$ cat src/rtl/cc_deserializer_if.sv
// Fill-path deserializer bus bundle.
// Groups the fill request handshake, the memory read-data beat channel, the
// fill FIFO write port and the protocol error pulse.
//   req_valid_i / req_offset_i / req_ready_o : fill request, critical word index
//   rdata_i / rlast_i / rvalid_i / rready_o  : memory read-data beats
//   fifo_full_i / fifo_wren_o / fifo_wdata_o : fill FIFO write port (518-bit entry)
//   err_o                                    : one-cycle rlast violation pulse
// The slave modport is the deserializer; the master modport is its environment.
interface cc_deserializer_if;
    logic         req_valid_i;
    logic [2:0]   req_offset_i;
    logic         req_ready_o;
    logic [63:0]  rdata_i;
    logic         rlast_i;
    logic         rvalid_i;
    logic         rready_o;
    logic         fifo_full_i;
    logic         fifo_wren_o;
    logic [517:0] fifo_wdata_o;
    logic         err_o;

    modport slave (
        input  req_valid_i,
        input  req_offset_i,
        output req_ready_o,
        input  rdata_i,
        input  rlast_i,
        input  rvalid_i,
        output rready_o,
        input  fifo_full_i,
        output fifo_wren_o,
        output fifo_wdata_o,
        output err_o
    );

    modport master (
        output req_valid_i,
        output req_offset_i,
        input  req_ready_o,
        output rdata_i,
        output rlast_i,
        output rvalid_i,
        input  rready_o,
        output fifo_full_i,
        input  fifo_wren_o,
        input  fifo_wdata_o,
        input  err_o
    );
endinterface

$ cat src/rtl/cc_deserializer.sv
// Cache fill beat assembler.
// Takes a fill request with its critical-word offset, receives eight 64-bit
// beats returned critical-word-first with wrap-around, places each beat into
// its natural slot of a 512-bit line and pushes {offset, 3'b000, line} into
// the fill FIFO. A beat whose rlast disagrees with its position raises a
// one-cycle err_o pulse in the following cycle; assembly still ends on the
// eighth beat.
// Ports:
//   clk   : clock
//   rst_n : synchronous active-low reset
//   bus   : cc_deserializer_if.slave (request, beat, FIFO and error signals)
module cc_deserializer (
    input  logic               clk,
    input  logic               rst_n,
    cc_deserializer_if.slave   bus
);

    typedef enum logic [1:0] {StIdle, StRecv, StPush} state_e;

    state_e       state_q, state_d;
    logic [2:0]   cnt_q, cnt_d;
    logic [2:0]   offset_q, offset_d;
    logic [511:0] line_q, line_d;
    logic         err_q, err_d;

    logic         beat_acc;
    logic [2:0]   slot;
    logic [8:0]   slot_lsb;

    // Wrap-around slot: carry out of the 3-bit add is dropped on purpose.
    assign slot     = cnt_q + offset_q;
    // Word 0 sits at the top of the line, so slot k starts at bit 64*(7-k).
    assign slot_lsb = {3'd7 - slot, 6'd0};

    // Handshake readies decode from state only.
    assign bus.req_ready_o  = (state_q == StIdle);
    assign bus.rready_o     = (state_q == StRecv);
    assign beat_acc         = bus.rvalid_i && (state_q == StRecv);
    assign bus.fifo_wdata_o = {offset_q, 3'b000, line_q};
    assign bus.err_o        = err_q;

    always_comb begin
        state_d         = state_q;
        cnt_d           = cnt_q;
        offset_d        = offset_q;
        line_d          = line_q;
        err_d           = 1'b0;
        bus.fifo_wren_o = 1'b0;

        unique case (state_q)
            StIdle: begin
                if (bus.req_valid_i) begin
                    offset_d = bus.req_offset_i;
                    cnt_d    = 3'd0;
                    state_d  = StRecv;
                end
            end
            StRecv: begin
                if (beat_acc) begin
                    line_d[slot_lsb +: 64] = bus.rdata_i;
                    cnt_d                  = cnt_q + 3'd1;
                    err_d                  = bus.rlast_i != (cnt_q == 3'd7);
                    if (cnt_q == 3'd7) begin
                        state_d = StPush;
                    end
                end
            end
            StPush: begin
                bus.fifo_wren_o = !bus.fifo_full_i;
                if (!bus.fifo_full_i) begin
                    state_d = StIdle;
                end
            end
            default: state_d = StIdle;
        endcase
    end

    always_ff @(posedge clk) begin
        if (!rst_n) begin
            state_q  <= StIdle;
            cnt_q    <= 3'd0;
            offset_q <= 3'd0;
            line_q   <= '0;
            err_q    <= 1'b0;
        end else begin
            state_q  <= state_d;
            cnt_q    <= cnt_d;
            offset_q <= offset_d;
            line_q   <= line_d;
            err_q    <= err_d;
        end
    end

endmodule
$ cat src/flat_wrapper.sv
// flat-port wrapper written by rule: the top's interface ports become plain ports
module cc_deserializer_flat 
  (clk, rst_n, bus_req_valid_i, bus_req_offset_i, bus_req_ready_o, bus_rdata_i, bus_rlast_i, bus_rvalid_i, bus_rready_o, bus_fifo_full_i, bus_fifo_wren_o, bus_fifo_wdata_o, bus_err_o);
  cc_deserializer_if bus_i ();
  input  logic clk;
  input  logic rst_n;
  input wire logic [$bits(bus_i.req_valid_i)-1:0] bus_req_valid_i;
  input wire logic [$bits(bus_i.req_offset_i)-1:0] bus_req_offset_i;
  output wire logic [$bits(bus_i.req_ready_o)-1:0] bus_req_ready_o;
  input wire logic [$bits(bus_i.rdata_i)-1:0] bus_rdata_i;
  input wire logic [$bits(bus_i.rlast_i)-1:0] bus_rlast_i;
  input wire logic [$bits(bus_i.rvalid_i)-1:0] bus_rvalid_i;
  output wire logic [$bits(bus_i.rready_o)-1:0] bus_rready_o;
  input wire logic [$bits(bus_i.fifo_full_i)-1:0] bus_fifo_full_i;
  output wire logic [$bits(bus_i.fifo_wren_o)-1:0] bus_fifo_wren_o;
  output wire logic [$bits(bus_i.fifo_wdata_o)-1:0] bus_fifo_wdata_o;
  output wire logic [$bits(bus_i.err_o)-1:0] bus_err_o;
  assign bus_i.req_valid_i = bus_req_valid_i;
  assign bus_i.req_offset_i = bus_req_offset_i;
  assign bus_req_ready_o = bus_i.req_ready_o;
  assign bus_i.rdata_i = bus_rdata_i;
  assign bus_i.rlast_i = bus_rlast_i;
  assign bus_i.rvalid_i = bus_rvalid_i;
  assign bus_rready_o = bus_i.rready_o;
  assign bus_i.fifo_full_i = bus_fifo_full_i;
  assign bus_fifo_wren_o = bus_i.fifo_wren_o;
  assign bus_fifo_wdata_o = bus_i.fifo_wdata_o;
  assign bus_err_o = bus_i.err_o;
  cc_deserializer u_core (.clk(clk), .rst_n(rst_n), .bus(bus_i));
endmodule
$ cat config.mk
export PLATFORM = sky130hd
export DESIGN_NAME = cc_deserializer_flat
export DESIGN_NICKNAME = d
export VERILOG_FILES = /design/src/rtl/cc_deserializer_if.sv /design/src/rtl/cc_deserializer.sv /design/src/flat_wrapper.sv
export SDC_FILE = /design/constraint.sdc
export NUM_CORES = 1
export LEC_CHECK = 0
export ABC_AREA = 0
export CORE_AREA = 2 2 234 236
export CTS_CLUSTER_SIZE = 14
export DETAILED_ROUTE_END_ITERATION = 10
export DIE_AREA = 0 0 236 238
export SLEW_MARGIN = 0
export SYNTH_ARGS = -nofsm -noshare
export SYNTH_HDL_FRONTEND = slang
export SYNTH_SLANG_ARGS = --single-unit
export TNS_END_PERCENT = 20
$ cat constraint.sdc
create_clock -name clk -period 3.12 [get_ports clk]
set_input_delay 0.936 -clock clk [delete_from_list [all_inputs] [get_ports clk]]
set_output_delay 0.936 -clock clk [all_outputs]
set_load 0.1 [all_outputs]
Yosys cells after proc, flatten, opt, wreduce, memory -nomap -nowiden
Index checks and enable logic that the tools add are counted.

Muxes and demuxes: 10. Eq/ne operators: 8. Shift-type cells: 2. Reduce and logical (&&, ||, !) cells: 9. Add/subtract/negate cells: 4.

Operators by type and width (number): $bwmux W512 (1); $shift A64 B11 Y512 const A (1); $shiftx A64 B11 Y512 (1); $neg A9 Y11 (1); $mux W2 (4); $mux W3 (2); $pmux W2 S3 (1); $pmux W3 S2 (1); $reduce_and A3 Y1 (2); $ne A2 B1 Y1 const B (2); $ne A2 B2 Y1 const B (2); $reduce_and A2 Y1 (2); $reduce_and A4 Y1 (1); $add A3 B1 Y3 const B (1); $add A3 B3 Y3 (1); $eq A3 B3 Y1 const B (1); $sub A3 B3 Y3 const A (1); $eq A2 B1 Y1 const B (1); $eq A2 B2 Y1 const B (1); $logic_not A2 Y1 (1); $reduce_bool A2 Y1 (1); $logic_and A1 B1 Y1 (1); $logic_not A1 Y1 (1); $mux W1 (1); $ne A1 B1 Y1 (1).

Logic and storage cells: 38. Output and inout bits: 522. Register bits: 521.

Depth between registers and ports, before layout
Word-level depth: 5. Mapped depth: 9.

Worst setup path before layout
OpenSTA, ideal clock, no wires.

Path type: input to output. Start point: input port bus_fifo_full_i. End point: output port bus_fifo_wren_o. Data required time: 2.184 ns. Arrival: 3.124 ns. Stages: 1. Slack: -0.940 ns. Cell sequence: nor3b_1.

Cells in the longest elaborated chain, start to end: 2.

RTL lines: from (decl) (RTL line flat_wrapper.sv:14) `input wire logic [$bits(bus_i.fifo_full_i)-1:0] bus_fifo_full_i;`; $logic_not A1 Y1 (RTL line cc_deserializer.sv:69) `bus.fifo_wren_o = !bus.fifo_full_i;`; $mux W1 (RTL line cc_deserializer.sv:50) `unique case (state_q)`; to (decl) (RTL line flat_wrapper.sv:15) `output wire logic [$bits(bus_i.fifo_wren_o)-1:0] bus_fifo_wren_o;`.

Every way passes these cells.

Final worst setup path
Same ends and word-level chain as after synthesis.

==> metrics.md <==
| Metric | Value |
|---|---|
| Status | complete, no violations |
| Hold buffer count at cts | 0 |
| Seq/Total Area, Yosys | 0.554 |
| Setup crit start kind | primary input |
| First-pass GRT wire length | 93400 um |
| Final hold violation count | 0 |
| Core box area | 53500 um^2 |
| Port-buffer cells | 591 |
| Initial Util | 0.352 |
| CP endpoint kind | output pin |
| Pre-CTS setup slack | 0.0294 ns |
| Max cap viols | 0 |
| Setup ws final | 0.140 ns |
| Layer with the highest usage | met2 |
| CP arrival | 2.04 ns |
| # IOs | 595 |
| DRT iter0 DRCs | 656 |
| Die height | 238 um |
| Maximum vdd ir drop | 0.368 mV |
| Worst hold path class | register to register |
| Routed via count | 14700 |
| Mean Syn Cell Area | 10.5 um^2 |
| Cell family with most CP delay | buffers and inverters |
| Setup TNS | 0 ns |
| Number of remaining DRC errors | 0 |
| Synth async-reset ratio | 0 |
| Pre-antenna DRT Iters | 4 |
| Seq cells post-synth | 521 |
| Unrepaired setup endpoints after global routing | no |
| Crit-path max cell delay | 0.50 ns |
| Final GP Congestion | 0.789 |
| Total track usage | 0.217 |
| Fmax | 336 MHz |
| Total grt overflow | 0 |
| Row count | 85 |
| WL/cell | 20.4 um |
| Final HPWL DP | 44000 um |
| Num CTS Buffers | 56 |
| R2R setup slack | 0.14 ns |
| Final wirelength | 63700 um |
| Met3 usage | 0.0655 |
| EDFF count, synth | 0 |
| H-tree levels | 2 |
| Clock Latency Late Sink | 0.60 ns |
| Area delta synth->final | 39.6% |
| Fraction of layout cells with a size suffix above 1 | 0.279 |
| Clock sink count | 521 |
| Total power | 14.7 mW |
| Area post-placement | 24500 um^2 |
| Max_slew headroom | 0.590 |
| Final nets | 2456 |
| Worst Path Required | 2.18 ns |
| Vias per Instance | 4.72 |
| Post-synth cell types | 31 |
| GR Util met1 | 0.258 |
| Slew Limit Fails | 0 |
| Fin crit share | 0.955 |
| Die area | 56200 um^2 |
| Worst-path clk slew | 0.06 ns |
| Antenna Violating Nets Remaining | 0 |
| Largest net degree at the start of global routing | 73 |
| Worst Path Buf+Inv | 2 |
| Die X | 236 um |
| Most numerous cell in the Yosys netlist | nand2_1 |
| Crit path cell chain | clkdlybuf4s50_1, nor3b_2, buf_12 |
| Yosys top cell area share | 0.554 |
| Ranking of synthesized cells by area | dfxtp_1, mux2i_1, nand2_1 |
| Most common flop cell mapped by yosys | dfxtp_1 |
| CTS tree | built |
| Max clock buf depth | 3 |
| Min Tclk post-route | 2.98 ns |
| Antenna violations before repair | 4 |
| Number of global-route vias before repair | 14700 |
| Slew @ Worst Pin | 0.614 ns |
| Most frequent cells after synthesis | nand2_1, dfxtp_1, mux2i_1, clkbuf_1, buf_2 |
| LEAKAGE | 11.4 nW |
| # setup viols final | 0 |
| Worst clock skew | 0.0149 ns |
| Crit-path slowest cell | clkdlybuf4s50_1 |
| Synth Instances | 1795 |
| Clock root buffer | clkbuf_16 |
| Crit path max fanout | 2 |
| Crit Path Class | primary input to output pin |
| Met2 Use GR | 0.372 |
| Design area | 26300 um^2 |
| Synth Warn # | 0 |
| Synth area leader | dfxtp_1 |
| Netlist Area Pre-Place | 18800 um^2 |
| PD cells | 558 nW/um^2 |
[worst paths after layout]
path	endpoint	from	cells after the start
setup / recovery	bus_fifo_wren_o	bus_fifo_full_i	3
hold / removal	u_core.line_q[388]	u_core.line_q[388]	2
setup reg to reg	u_core.line_q[331]	u_core.offset_q[0]	9
hold reg to reg	u_core.line_q[388]	u_core.line_q[388]	2
[through the flow]
stage / hold WS (ns) / std cells / util
final: 0.455 / 3117 / 0.491
after global routing: 0.467 / 3117 / 0.491
after detailed placement: 0.448 / 3011 / 0.457
after global placement: 0.442 / 3011 / 0.457
after CTS: 0.457 / 3113 / 0.490
after floorplan: 0.470 / 1797 / -
[flip-flops by register name, indices dropped and copies added (netlist names)]
register and count:
u_core.line_q 512, u_core.offset_q 3, u_core.state_q 2, u_core.cnt_q 3
u_core.bus.err_o 1
[power by group]
part | internal [mW] | total, mW | switching (mW)
Combinational | 0.362 | 1.48 | 1.11
Sequential | 6.74 | 6.79 | 0.0524
Clock | 3.70 | 6.41 | 2.71
[cell families after synthesis]
group | Yosys count | synth area share
compound gates | 15 | 0.00578
xor+xnor | 2 | 0.00179
fa+ha+maj | 7 | 0.00505
buf+inv | 129 | 0.0351
flops | 521 | 0.554
mux | 515 | 0.274
other cells | 1 | 0.000199
simple gates | 605 | 0.125
[worst reg2reg max path, stage by stage, from the launching register on]
cell,delay [ns]
dfxtp_4,0.34
ha_1,0.20
fa_1,0.46
ha_1,0.21
ha_1,0.31
nand4bb_4,0.26
buf_4,0.19
a211oi_4,0.32
buf_12,0.31
mux2i_1,0.28
[layer usage]
metal | vias to the layer above | part of all wire
met5 | - | 0.00061
met4 | 6 | 0.035
met3 | 118 | 0.067
met2 | 398 | 0.49
met1 | 7089 | 0.41
li1 | 7106 | -
[repair_timing]
item	in CTS	in global routing
setup endpoints to repair	0	161
gates resized for setup	0	9
setup buffers	0	2
hold endpoints to repair	0	0
[placed cells by master, fill, tap and decap left out, types with 3 or more instances in the layout]
| master | instances |
|---|---|
| a211oi_4 | 4 |
| a21boi_0 | 3 |
| buf_12 | 21 |
| buf_4 | 551 |
| clkbuf_1 | 19 |
| clkbuf_16 | 58 |
| clkbuf_8 | 11 |
| clkdlybuf4s50_1 | 71 |
| clkinv_2 | 12 |
| conb_1 | 3 |
| dfxtp_1 | 517 |
| dfxtp_2 | 3 |
| ha_1 | 6 |
| mux2i_1 | 515 |
| nand2_1 | 579 |
| nand3b_1 | 3 |
| nor2b_1 | 7 |
| o21ai_0 | 4 |
[area by class of cell]
cell class / instances / area [um^2]
clock buffers: 87 / 1650
fillers: 4991 / 27200
clock inverters: 15 / 105
flip-flops and latches: 521 / 10400
multi-input cells: 1147 / 7860
repair buffers: 648 / 5360
diodes: 1 / 2.50
well taps: 696 / 871
inverters: 2 / 7.51
Power figures use the tool's default switching activity.
